### src/rtl/lab_pattern_seq.sv
// Pattern sequencer: a writable code->pattern table driven by a manual
// select or by an auto-stepping code counter with a programmable period.
// Outputs are registered (1-cycle latency); no flow control, every edge acts.
module lab_pattern_seq #(
   parameter int SEL_W = 2,
   parameter int OUT_W = 4,
   parameter int DIV_W = 8
) (
   input  logic             clk,
   input  logic             rst,
   input  logic [SEL_W-1:0] sel,
   input  logic             mode,
   input  logic             hold,
   input  logic [DIV_W-1:0] div,
   input  logic             wr_en,
   input  logic [SEL_W-1:0] wr_addr,
   input  logic [OUT_W-1:0] wr_data,
   output logic [SEL_W-1:0] code_out,
   output logic [OUT_W-1:0] pattern_out,
   output logic             step
);

   localparam int N_ENT = 1 << SEL_W;

   typedef logic [OUT_W-1:0] entry_t;

   // Operating mode decoded from the mode/hold inputs for this edge.
   typedef enum logic [1:0] {
      OP_MANUAL    = 2'd0,
      OP_AUTO_RUN  = 2'd1,
      OP_AUTO_HOLD = 2'd2
   } op_t;

   // Power-on table contents; the 4-bit seeds are zero-extended or truncated
   // (LSBs kept) to the entry width, and entries past 3 start at zero.
   function automatic entry_t default_entry(input int idx);
      logic [3:0] seed;
      case (idx)
         1:       seed = 4'b0011;
         2:       seed = 4'b1100;
         3:       seed = 4'b1001;
         default: seed = 4'b0000;
      endcase
      return entry_t'(seed);
   endfunction

   entry_t            tbl_q [N_ENT];
   entry_t            tbl_d [N_ENT];
   logic [SEL_W-1:0]  code_q,    code_d;
   entry_t            pattern_q, pattern_d;
   logic              step_q,    step_d;
   logic [DIV_W-1:0]  presc_q,   presc_d;

   op_t               op;
   logic              step_due;

   // Classify the current edge: manual select, free-running auto, or frozen auto.
   always_comb begin
      op = OP_MANUAL;
      if (mode) begin
         op = hold ? OP_AUTO_HOLD : OP_AUTO_RUN;
      end
   end

   // A step is due once the prescaler has reached the period; using >= means
   // shrinking div below the running count steps at the very next edge.
   assign step_due = (presc_q >= div);

   // Table write port: the new contents are visible to the readout this edge.
   always_comb begin
      tbl_d = tbl_q;
      if (wr_en) begin
         tbl_d[wr_addr] = wr_data;
      end
   end

   // Code and prescaler sequencing for manual, auto-run and auto-hold.
   always_comb begin
      code_d  = code_q;
      presc_d = presc_q;
      step_d  = 1'b0;
      case (op)
         OP_MANUAL: begin
            // Manual follows sel directly; the prescaler parks at zero so a
            // later switch to auto waits a full period before the first step.
            code_d  = sel;
            presc_d = '0;
         end
         OP_AUTO_RUN: begin
            if (step_due) begin
               code_d  = code_q + SEL_W'(1);
               presc_d = '0;
               step_d  = 1'b1;
            end else begin
               // Only reached while presc_q < div, so this never wraps.
               presc_d = presc_q + DIV_W'(1);
            end
         end
         OP_AUTO_HOLD: begin
            code_d  = code_q;
            presc_d = presc_q;
         end
         default: begin
            code_d  = code_q;
            presc_d = presc_q;
         end
      endcase
   end

   // Pattern readout uses the post-write table so a write to the next code
   // appears on pattern_out at the same edge.
   always_comb begin
      pattern_d = tbl_d[code_d];
   end

   // Table storage; reset restores the default contents and drops any writes.
   always_ff @(posedge clk or posedge rst) begin
      if (rst) begin
         for (int i = 0; i < N_ENT; i++) begin
            tbl_q[i] <= default_entry(i);
         end
      end else begin
         for (int i = 0; i < N_ENT; i++) begin
            tbl_q[i] <= tbl_d[i];
         end
      end
   end

   // Registered code, pattern, step pulse and prescaler.
   always_ff @(posedge clk or posedge rst) begin
      if (rst) begin
         code_q    <= '0;
         pattern_q <= '0;
         step_q    <= 1'b0;
         presc_q   <= '0;
      end else begin
         code_q    <= code_d;
         pattern_q <= pattern_d;
         step_q    <= step_d;
         presc_q   <= presc_d;
      end
   end

   assign code_out    = code_q;
   assign pattern_out = pattern_q;
   assign step        = step_q;

endmodule
### config.mk
export PLATFORM = sky130hd
export DESIGN_NAME = lab_pattern_seq
export DESIGN_NICKNAME = d
export VERILOG_FILES = /design/src/rtl/lab_pattern_seq.sv
export SDC_FILE = /design/constraint.sdc
export NUM_CORES = 1
export LEC_CHECK = 0
export ABC_CLOCK_PERIOD_IN_PS = 6670
export CAP_MARGIN = 20
export CORE_MARGIN = 1.5
export CORE_UTILIZATION = 30
export CTS_CLUSTER_DIAMETER = 100
export DETAILED_ROUTE_END_ITERATION = 7
export PLACE_DENSITY = 0.49
export SETUP_SLACK_MARGIN = 0.15
export SYNTH_ARGS = -nofsm -noshare
export SYNTH_HDL_FRONTEND = slang
export SYNTH_SLANG_ARGS = --single-unit
### constraint.sdc
create_clock -name clk -period 6.67 [get_ports clk]
set_input_delay 1.0005 -clock clk [delete_from_list [all_inputs] [get_ports clk]]
set_output_delay 1.0005 -clock clk [all_outputs]
set_load 0.02 [all_outputs]
==> impl_metrics.ini, run 1 <==
[setup_path]
timing.critical_path.to_type = flip-flop
critPathLaunchType = input pin
worst-endpoint-required_ns = 6.82
arrival_ns = 3.39
critPathKind = input pin to flip-flop
timing.critical_path.fanout_max = 9

[global_route]
grt_usage_pct = 12.2
grt_first_pass_wirelength_um = 5580
globalRoute.totalOverflow = 0
grt_antenna_before_repair = 0
maximum_number_of_pins_on_one_net_before_global_route_repair = 32
grt_pass1_vias = 1190

[die]
core_mm2 = 0.00514
die_width_um = 76.3
fp-row-count = 26
effective_utilization_at_floorplan_pct = 31.4
die-height_um = 76.3
die-area_mm2 = 0.00582
num_io_pins = 28

[power]
power.internal_mw = 0.371
switchingPower_mw = 0.124
pwr-share-comb_pct = 21.3
ir_drop_mv = 0.125
p_sw_share_pct = 25.0
pwr-share-clk_pct = 32.4
p_per_area_mw_per_mm2 = 239
pwr-share-seq_pct = 46.2
power.leakage_nw = 0.928

[yosys]
yosys.cell_count.top_type = sky130_fd_sc_hd__dfrtp_1
post_syn_area_mm2 = 0.00161
ys_warn_count = 0
yosys_most_used_dff = sky130_fd_sc_hd__dfrtp_1
post_synth.cell_area_avg_um2 = 11.7
yosys.area_share.xor_xnor_pct = 1.63
ys_top_cells_by_area = sky130_fd_sc_hd__dfrtp_1, sky130_fd_sc_hd__mux2_2, sky130_fd_sc_hd__dfstp_2
synth.largest_area_cell = sky130_fd_sc_hd__dfrtp_1
synth.area.mux_share_pct = 20.0
synth_fa_ha_area_share_pct = 6.99
portion_of_synthesized_cell_area_occupied_by_the_leading_cell_type_pct = 38.8
synth_commonest_cells = sky130_fd_sc_hd__dfrtp_1, sky130_fd_sc_hd__mux2_2, sky130_fd_sc_hd__inv_1, sky130_fd_sc_hd__mux2i_1, sky130_fd_sc_hd__o21ai_0
combinational_family_with_the_most_area_after_synthesis = multiplexers
number_of_enable_type_register_cells_in_the_synthesized_netlist = 0
yosysSeqAreaShare_pct = 48.6
synthSimpleGateAreaFrac_pct = 10.9
synth-compound-area-share_pct = 8.07
synth_cell_type_count = 30
synth_cells = 138
fraction_of_registers_with_async_set_reset_pct = 100
postSynthRegisterBits = 31
synth_fp_nets = 168

[cells_and_area]
area_delta_synth_final_pct = 28.4
nets = 202
area_taken_by_multi_input_logic_gates_um2 = 768
fill_cells = 532
antenna-diode-count = 0
finish.utilization_pct = 40.3
post_route_cells_drive_above_1_share_pct = 20.2
layout.area.seq_um2 = 783

[placement]
dp_hpwl_um = 2340
place_ws_ns = 3.12
gp_congestion = 0.706
port_buffers = 27

[sta]
rsz0062_at_grt = no
timing.fmax_mhz = 309
finalWorstSetupSlack_ns = 3.43
setup_failing_eps_final = 0
final-max-slew-violation-count = 0
tightestPinTransition_ns = 0.700
finalSetupTns_ns = 0
number_of_hold_violations_in_the_final_report = 0
clock_skew_ns = 0.00149
timing.max_slew.rel_slack_pct = 53.3
layout_min_cycle_time_ns = 3.24
post-route-period-util_pct = 48.5

[drt]
post_route_drc_violation_count = 0
routed_wirelength_um = 3160
drt-pass1-iter-count = 3
detail_route.wl_per_cell_um = 13.0
via_per_inst = 4.51
final_antenna_net_count = 0
initialDrtViolationCount = 52
vias = 1096

[clocking]
ctsResizeCount = 0
cts_setup_buffers = 0
cts_num_sinks = 31
clkTransAtPathRegs_ns = 0.06
clkLatencyLatePin_ns = 0.28
cts_buffer_depth = 2
tritoncts = yes
root_buffer = sky130_fd_sc_hd__clkbuf_8
numCtsBuffers = 5
cts-htree-levels = 2
hold_buffers = 0

[run_status]
outcome = complete, no violations

[run]
drv_cap = 0

[worst_hold_path]
min_path_type = flip-flop to flip-flop
[critical path, cell delays in order]
cell                              delay, ns
sky130_fd_sc_hd__clkdlybuf4s50_1       0.46
sky130_fd_sc_hd__inv_1                 0.04
sky130_fd_sc_hd__ha_1                  0.31
sky130_fd_sc_hd__nand4_1               0.12
sky130_fd_sc_hd__o311a_4               0.40
sky130_fd_sc_hd__or3_1                 0.35
sky130_fd_sc_hd__a31oi_1               0.18
sky130_fd_sc_hd__buf_4                 0.23
sky130_fd_sc_hd__mux2i_1               0.21
sky130_fd_sc_hd__mux2i_1               0.09
[cell type report]
class | instances | area share [%]
Clock buffer | 8 | 4.84
Sequential cell | 31 | 37.8
Multi-Input combinational cell | 93 | 37.1
Inverter | 12 | 2.18
Tap cell | 70 | 4.23
Timing Repair Buffer | 29 | 13.8
[registers in the layout (all words and copies together) (netlist names)]
signal       flops
tbl_q           16
step             1
pattern_out      4
presc_q          8
code_out         2
[power by group through the flow]
stage	Clock, mW	Sequential (mW)	Combinational, mW
2_1_floorplan	0	0.240	0.0548
3_5_place_dp	0	0.232	0.107
4_1_cts	0.168	0.230	0.108
5_1_grt	0.178	0.232	0.115
3_3_place_gp	0	0.232	0.105
6_report	0.161	0.229	0.105
[stage by stage]
stage          cell area (um2)  total power, mW  cells  hold slack (ns)
2_1_floorplan             1610            0.295    138            0.470
3_3_place_gp              1970            0.336    235            0.477
3_5_place_dp              1970            0.340    235            0.486
4_1_cts                   2070            0.505    243            0.501
5_1_grt                   2070            0.526    243            0.522
6_report                  2070            0.495    243            0.497
[per-layer routing]
metal / vias to the layer above / GRT usage (%) / wire length (um)
met5: - / 0 / 0
met4: 0 / 5.19 / 59
met3: 6 / 4.43 / 145
met2: 23 / 20.9 / 1650
met1: 518 / 13.6 / 1310
li1: 549 / - / -
[path summary, 6_finish.rpt]
| check | start | end | slack (ns) | depth (start not counted) |
|---|---|---|---|---|
| max in group asynchronous | rst | tbl_q[9] | 5.24 | 3 |
| worst max-delay path | div[7] | pattern_out[0] | 3.43 | 10 |
| worst min-delay path | tbl_q[4] | tbl_q[4] | 0.50 | 1 |
| worst min register to register | tbl_q[4] | tbl_q[4] | 0.50 | 1 |
| worst max register to register | presc_q[0] | pattern_out[0] | 4.15 | 10 |
| min in group asynchronous | rst | presc_q[1] | 1.10 | 3 |
[cells by family (layout without fill, tap and decap cells)]
logic type	Yosys count	in the layout
muxes	29	29
xor gates and xnor gates	3	3
and+or+nand+nor	33	33
buffers and inverters	14	49
AOI/OAI and AO/OA	19	19
adders and majority gates	9	9
DFF	31	31
[placed cells by master (no fill, tap or decap), types with 2 or more instances in the layout]
cell	count
sky130_fd_sc_hd__nand2b_1	5
sky130_fd_sc_hd__buf_4	2
sky130_fd_sc_hd__o21ai_0	11
sky130_fd_sc_hd__clkdlybuf4s50_1	27
sky130_fd_sc_hd__nand3_1	4
sky130_fd_sc_hd__inv_1	12
sky130_fd_sc_hd__ha_1	9
sky130_fd_sc_hd__clkbuf_8	7
sky130_fd_sc_hd__dfstp_2	6
sky130_fd_sc_hd__nand3b_1	3
sky130_fd_sc_hd__xnor2_1	2
sky130_fd_sc_hd__a21oi_1	2
sky130_fd_sc_hd__nand2_1	5
sky130_fd_sc_hd__mux2i_1	12
sky130_fd_sc_hd__nor2_1	8
sky130_fd_sc_hd__a21o_1	2
sky130_fd_sc_hd__mux2_2	16
sky130_fd_sc_hd__and3_1	2
sky130_fd_sc_hd__dfrtp_1	25
(Power assumes the default switching activity.)
==> inputs of run 2 (changes only) <==
- ABC_CLOCK_PERIOD_IN_PS: 6670 -> 2900
- PLACE_DENSITY: 0.49 -> 0.51
- clock period: 6.67 -> 2.9 ns (I/O delays scaled with it)
==> impl_metrics.ini, run 2 (synthesized netlist as in run 1, its figures left out) <==
[sta]
setup_failing_eps_final = 0
timing.max_slew.rel_slack_pct = 73.6
clock_skew_ns = 0.00417
layout_min_cycle_time_ns = 2.65
final-max-slew-violation-count = 0
tightestPinTransition_ns = 0.396
number_of_hold_violations_in_the_final_report = 0
post-route-period-util_pct = 91.4
timing.fmax_mhz = 377
final.hold.worst_slack_ns = 0.499
rsz0062_at_grt = no
finalSetupTns_ns = 0

[setup_path]
worst-endpoint-required_ns = 3.05
ff2ff_path_depth = 10
critPathKind = input pin to flip-flop
timing.critical_path.to_type = flip-flop
timing.rr.start = presc_q[0]
arrival_ns = 2.80
cp_slowest_stage_delay_ns = 0.40
timing.critical_path.fanout_max = 4
slowest_stage = sky130_fd_sc_hd__clkdlybuf4s50_1
cp_common_cell = sky130_fd_sc_hd__mux2i_1
cp_cell_sequence = clkdlybuf4s50_1, ha_1, nand2b_1, a2111oi_4, o311a_4, or3_1, a31oi_4, buf_4, mux2i_1, mux2i_1
startpoint = div[0]
critPathLaunchType = input pin

[clocking]
clkTransAtPathRegs_ns = 0.07
cts_num_sinks = 31
tritoncts = yes
cts_buffer_depth = 2
root_buffer = sky130_fd_sc_hd__clkbuf_8
clkLatencyLatePin_ns = 0.27
hold_buffers = 0
numCtsBuffers = 5
cts-htree-levels = 2

[global_route]
globalRoute.totalOverflow = 0
grt_pass1_vias = 1187
grt_antenna_before_repair = 0
maximum_number_of_pins_on_one_net_before_global_route_repair = 32
grt_usage_pct = 12.1
grt_first_pass_wirelength_um = 5580

[worst_hold_path]
hp-start = tbl_q[11]
min_path_type = flip-flop to flip-flop
worstHoldPathCells = 1

[die]
effective_utilization_at_floorplan_pct = 31.4
die_width_um = 76.3
die-height_um = 76.3
fp-row-count = 26
core_mm2 = 0.00514
die-area_mm2 = 0.00582
num_io_pins = 28

[cells_and_area]
antenna-diode-count = 0
fill_cells = 514
final_common_cell = sky130_fd_sc_hd__clkdlybuf4s50_1
area_delta_synth_final_pct = 31.3
post_route_cells_drive_above_1_share_pct = 22.6
area_taken_by_multi_input_logic_gates_um2 = 796
nets = 206
largest_register = tbl_q
layout_common_cells = sky130_fd_sc_hd__clkdlybuf4s50_1, sky130_fd_sc_hd__dfrtp_1, sky130_fd_sc_hd__mux2_2, sky130_fd_sc_hd__inv_1, sky130_fd_sc_hd__mux2i_1
layout.area.seq_um2 = 783
largest_register_ff_count = 16

[drt]
final_antenna_net_count = 0
detail_route.wl_per_cell_um = 13.3
via_per_inst = 4.62
initialDrtViolationCount = 73
routed_wirelength_um = 3270
post_route_drc_violation_count = 0
drt-pass1-iter-count = 4
vias = 1140

[power]
p_per_area_mw_per_mm2 = 522
power.leakage_nw = 0.942
ir_drop_mv = 0.365
power.total_mw = 1.10

[run_status]
outcome = complete, no violations

[placement]
dp_hpwl_um = 2470
port_buffers = 27
gp_congestion = 0.708

[run]
drv_cap = 0
==> run 2: layer usage <==
| metal | vias up | wire [um] | track usage (%) |
|---|---|---|---|
| met5 | - | 0 | 0 |
| met4 | 0 | 31 | 3.33 |
| met3 | 5 | 159 | 3.83 |
| met2 | 24 | 1790 | 23.5 |
| met1 | 556 | 1290 | 12.2 |
| li1 | 555 | - | - |
==> run 2: area by class of cell <==
class	count	area share, %
Tap cell	70	4.14
Multi-Input combinational cell	93	37.6
Inverter	12	2.13
Clock buffer	6	3.43
Sequential cell	31	37.0
Clock inverter	2	0.591
Timing Repair Buffer	33	15.1
==> run 2: stage by stage <==
step | setup WS [ns] | cell area (um2) | utilization [%] | std cells
after floorplan | 0.586 | 1610 | - | 138
after global routing | 0.151 | 2120 | 41.2 | 247
after CTS | 0.224 | 2080 | 40.4 | 246
final | 0.250 | 2120 | 41.2 | 247
after global placement | 0.0267 | 1990 | 38.8 | 238
after detailed placement | -0.0576 | 1990 | 38.8 | 238
==> run 2: repair_timing <==
item | in CTS | in global routing
resized for setup | 0 | 8
setup endpoints to repair | 0 | 2
buffers inserted | 0 | 0
==> run 2: critical path, delay by kind of cell <==
| kind | cells | cell delay (ns) |
|---|---|---|
| AOI/OAI and AO/OA | 3 | 0.69 |
| buffers and inverters | 2 | 0.58 |
| and+or+nand+nor | 2 | 0.53 |
| muxes | 2 | 0.28 |
| adders and majority gates | 1 | 0.27 |
==> run 2: worst paths after layout <==
check / to / slack (ns)
worst max-delay path: pattern_out[0] / 0.25
worst min-delay path: tbl_q[11] / 0.50
worst max register to register: pattern_out[0] / 0.35
worst min register to register: tbl_q[11] / 0.50
max in group asynchronous: tbl_q[9] / 2.03
min in group asynchronous: pattern_out[3] / 0.54
==> run 2: power by group <==
part | leakage [nW] | internal, mW | switching [mW] | total (mW)
clock | 0.0412 | 0.167 | 0.155 | 0.322
combinational | 0.525 | 0.139 | 0.117 | 0.256
sequential | 0.376 | 0.506 | 0.0200 | 0.526
total | 0.942 | 0.812 | 0.292 | 1.10
==> inputs of run 3 (changes only) <==
- ABC_AREA: not set -> 1
==> impl_metrics.ini, run 3 <==
[run_status]
outcome = complete, no violations

[clocking]
ctsResizeCount = 0
numCtsBuffers = 5
clkLatencyLatePin_ns = 0.28
cts_buffer_depth = 2
cts-htree-levels = 2
cts_num_sinks = 31
root_buffer = sky130_fd_sc_hd__clkbuf_8
tritoncts = yes
cts_setup_buffers = 0
clkTransAtPathRegs_ns = 0.06
hold_buffers = 0

[global_route]
grt_antenna_before_repair = 0
maximum_number_of_pins_on_one_net_before_global_route_repair = 13
grt_pass1_vias = 1392
grt_first_pass_wirelength_um = 6400
globalRoute.totalOverflow = 0
grt_usage_pct = 13.4

[yosys]
portion_of_synthesized_cell_area_occupied_by_the_leading_cell_type_pct = 35.6
number_of_enable_type_register_cells_in_the_synthesized_netlist = 0
synth_fp_nets = 252
synth_cells = 222
post_synth.cell_area_avg_um2 = 7.91
post_syn_area_mm2 = 0.00176
synth.largest_area_cell = sky130_fd_sc_hd__dfrtp_1
yosys.cell_count.top_type = sky130_fd_sc_hd__inv_1
postSynthRegisterBits = 31
ys_top_cells_by_area = sky130_fd_sc_hd__dfrtp_1, sky130_fd_sc_hd__inv_1, sky130_fd_sc_hd__nand2_1
synth_commonest_cells = sky130_fd_sc_hd__inv_1, sky130_fd_sc_hd__nand2_1, sky130_fd_sc_hd__dfrtp_1, sky130_fd_sc_hd__nand3_1, sky130_fd_sc_hd__o21ai_0
fraction_of_registers_with_async_set_reset_pct = 100
yosysSeqAreaShare_pct = 44.6
yosys_most_used_dff = sky130_fd_sc_hd__dfrtp_1
synth_cell_type_count = 21
ys_warn_count = 0

[cells_and_area]
layout_common_cells = sky130_fd_sc_hd__inv_1, sky130_fd_sc_hd__nand2_1, sky130_fd_sc_hd__clkdlybuf4s50_1, sky130_fd_sc_hd__dfrtp_1, sky130_fd_sc_hd__nand3_1
final_common_cell = sky130_fd_sc_hd__inv_1
largest_register = tbl_q
largest_register_ff_count = 16
post_route_cells_drive_above_1_share_pct = 8.53
area_delta_synth_final_pct = 25.7
nets = 288
antenna-diode-count = 0

[die]
num_io_pins = 28
die-height_um = 79.5
effective_utilization_at_floorplan_pct = 31.5
fp-row-count = 27
core_mm2 = 0.00557
die-area_mm2 = 0.00632
die_width_um = 79.5

[power]
p_per_area_mw_per_mm2 = 521
ir_drop_mv = 0.228
power.leakage_nw = 1.14

[worst_hold_path]
min_path_type = input pin to asynchronous set/reset pin

[setup_path]
cp_common_cell = sky130_fd_sc_hd__nand2_1
cp_cell_sequence = clkdlybuf4s50_1, inv_1, ha_1, a21o_1, nor2_4, nand3_2, nand2_1, nand2_2, nand2_4, nand2_4, nand2_1, nand3_1, nand2_1
cp_slowest_stage_delay_ns = 0.45
timing.critical_path.fanout_max = 9
arrival_ns = 2.30
number_of_buffer_and_inverter_stages_on_the_critical_path = 2
worst-endpoint-required_ns = 3.11
critPathKind = input pin to flip-flop
slowest_stage = sky130_fd_sc_hd__clkdlybuf4s50_1
critPathLaunchType = input pin
timing.critical_path.to_type = flip-flop
critical-path-top-delay-family = simple AND/OR/NAND/NOR gates

[sta]
post-route-period-util_pct = 72.0
tightestPinTransition_ns = 0.503
rsz0062_at_grt = no
finalWorstSetupSlack_ns = 0.813
final-max-slew-violation-count = 0
finalSetupTns_ns = 0
clock_skew_ns = 0.00560
timing.max_slew.rel_slack_pct = 66.3
timing.fmax_mhz = 479
layout_min_cycle_time_ns = 2.09
number_of_hold_violations_in_the_final_report = 0
setup_failing_eps_final = 0

[drt]
post_route_drc_violation_count = 0
vias = 1414
initialDrtViolationCount = 43
via_per_inst = 4.28
routed_wirelength_um = 3730
detail_route.wl_per_cell_um = 11.3
drt-pass1-iter-count = 4
final_antenna_net_count = 0

[placement]
gp_congestion = 0.774
dp_hpwl_um = 2920
place_ws_ns = 0.525
port_buffers = 27

[run]
drv_cap = 0
## run 3: cell types whose count changed after synthesis, sizes merged, moves of 4 or more
cell    change
nand2b      -5
mux2       -16
xor2        +4
inv        +49
nand3      +19
o22ai       +8
mux2i      -13
nand2      +45
o21ai       +5
## run 3: per-layer routing
metal / track usage [%] / vias up / wire [um] / part of all wire, %
met3: 3.66 / 5 / 176 / 4.7
met2: 22.1 / 24 / 1730 / 47
met5: 0 / - / 0 / 0
met4: 4.21 / 0 / 51 / 1.4
li1: - / 765 / - / -
met1: 16.9 / 620 / 1760 / 47
## run 3: per-stage QoR
| stage | power, mW | cells | area [um2] | util, % | hold WS (ns) |
|---|---|---|---|---|---|
| floorplan | 0.730 | 222 | 1760 | - | 0.534 |
| global placement | 0.849 | 323 | 2130 | 38.2 | 0.577 |
| detailed placement | 0.850 | 323 | 2130 | 38.2 | 0.576 |
| CTS | 1.17 | 330 | 2210 | 39.6 | 0.491 |
| global route | 1.24 | 330 | 2210 | 39.6 | 0.516 |
| finish | 1.15 | 330 | 2210 | 39.6 | 0.464 |
## run 3: cell type report
class	count	area [um2]
inverter	61	229
tap	72	90.1
sequential	31	783
timing repair buffer	29	285
fill	591	3370
clock buffer	7	76.3
multi-input combinational	130	744
## run 3: power by group
| part | internal (mW) | total (mW) | switching, mW | leakage, nW |
|---|---|---|---|---|
| clock | 0.165 | 0.312 | 0.147 | 0.0383 |
| combinational | 0.131 | 0.307 | 0.177 | 0.737 |
| sequential | 0.504 | 0.531 | 0.0266 | 0.361 |
## run 3: kinds of logic after synthesis
logic type / after synthesis / synth area share [%]
XOR/XNOR: 7 / 3.49
AND/OR/NAND/NOR: 84 / 22.8
adder cells (fa/ha/maj): 9 / 6.41
flip-flops: 31 / 44.6
AO/OA/AOI/OAI: 30 / 9.69
buffers and inverters: 61 / 13.0
## run 3: path summary, 6_finish.rpt
check / startpoint / depth (start not counted) / endpoint / slack (ns)
max reg2reg: presc_q[3] / 14 / pattern_out[3] / 1.03
min in group clk: presc_q[7] / 2 / presc_q[7] / 0.59
min: rst / 2 / tbl_q[14] / 0.46
max in group asynchronous: rst / 3 / tbl_q[9] / 1.82
max: div[7] / 13 / pattern_out[3] / 0.81
min reg2reg: presc_q[7] / 2 / presc_q[7] / 0.59
## run 3: worst reg2reg max path, delay by kind of cell, from the launching register on
family,cells,cell delay (ns)
buf+inv,1,0.04
fa+ha+maj,1,0.30
flops,1,0.42
simple gates,12,1.03
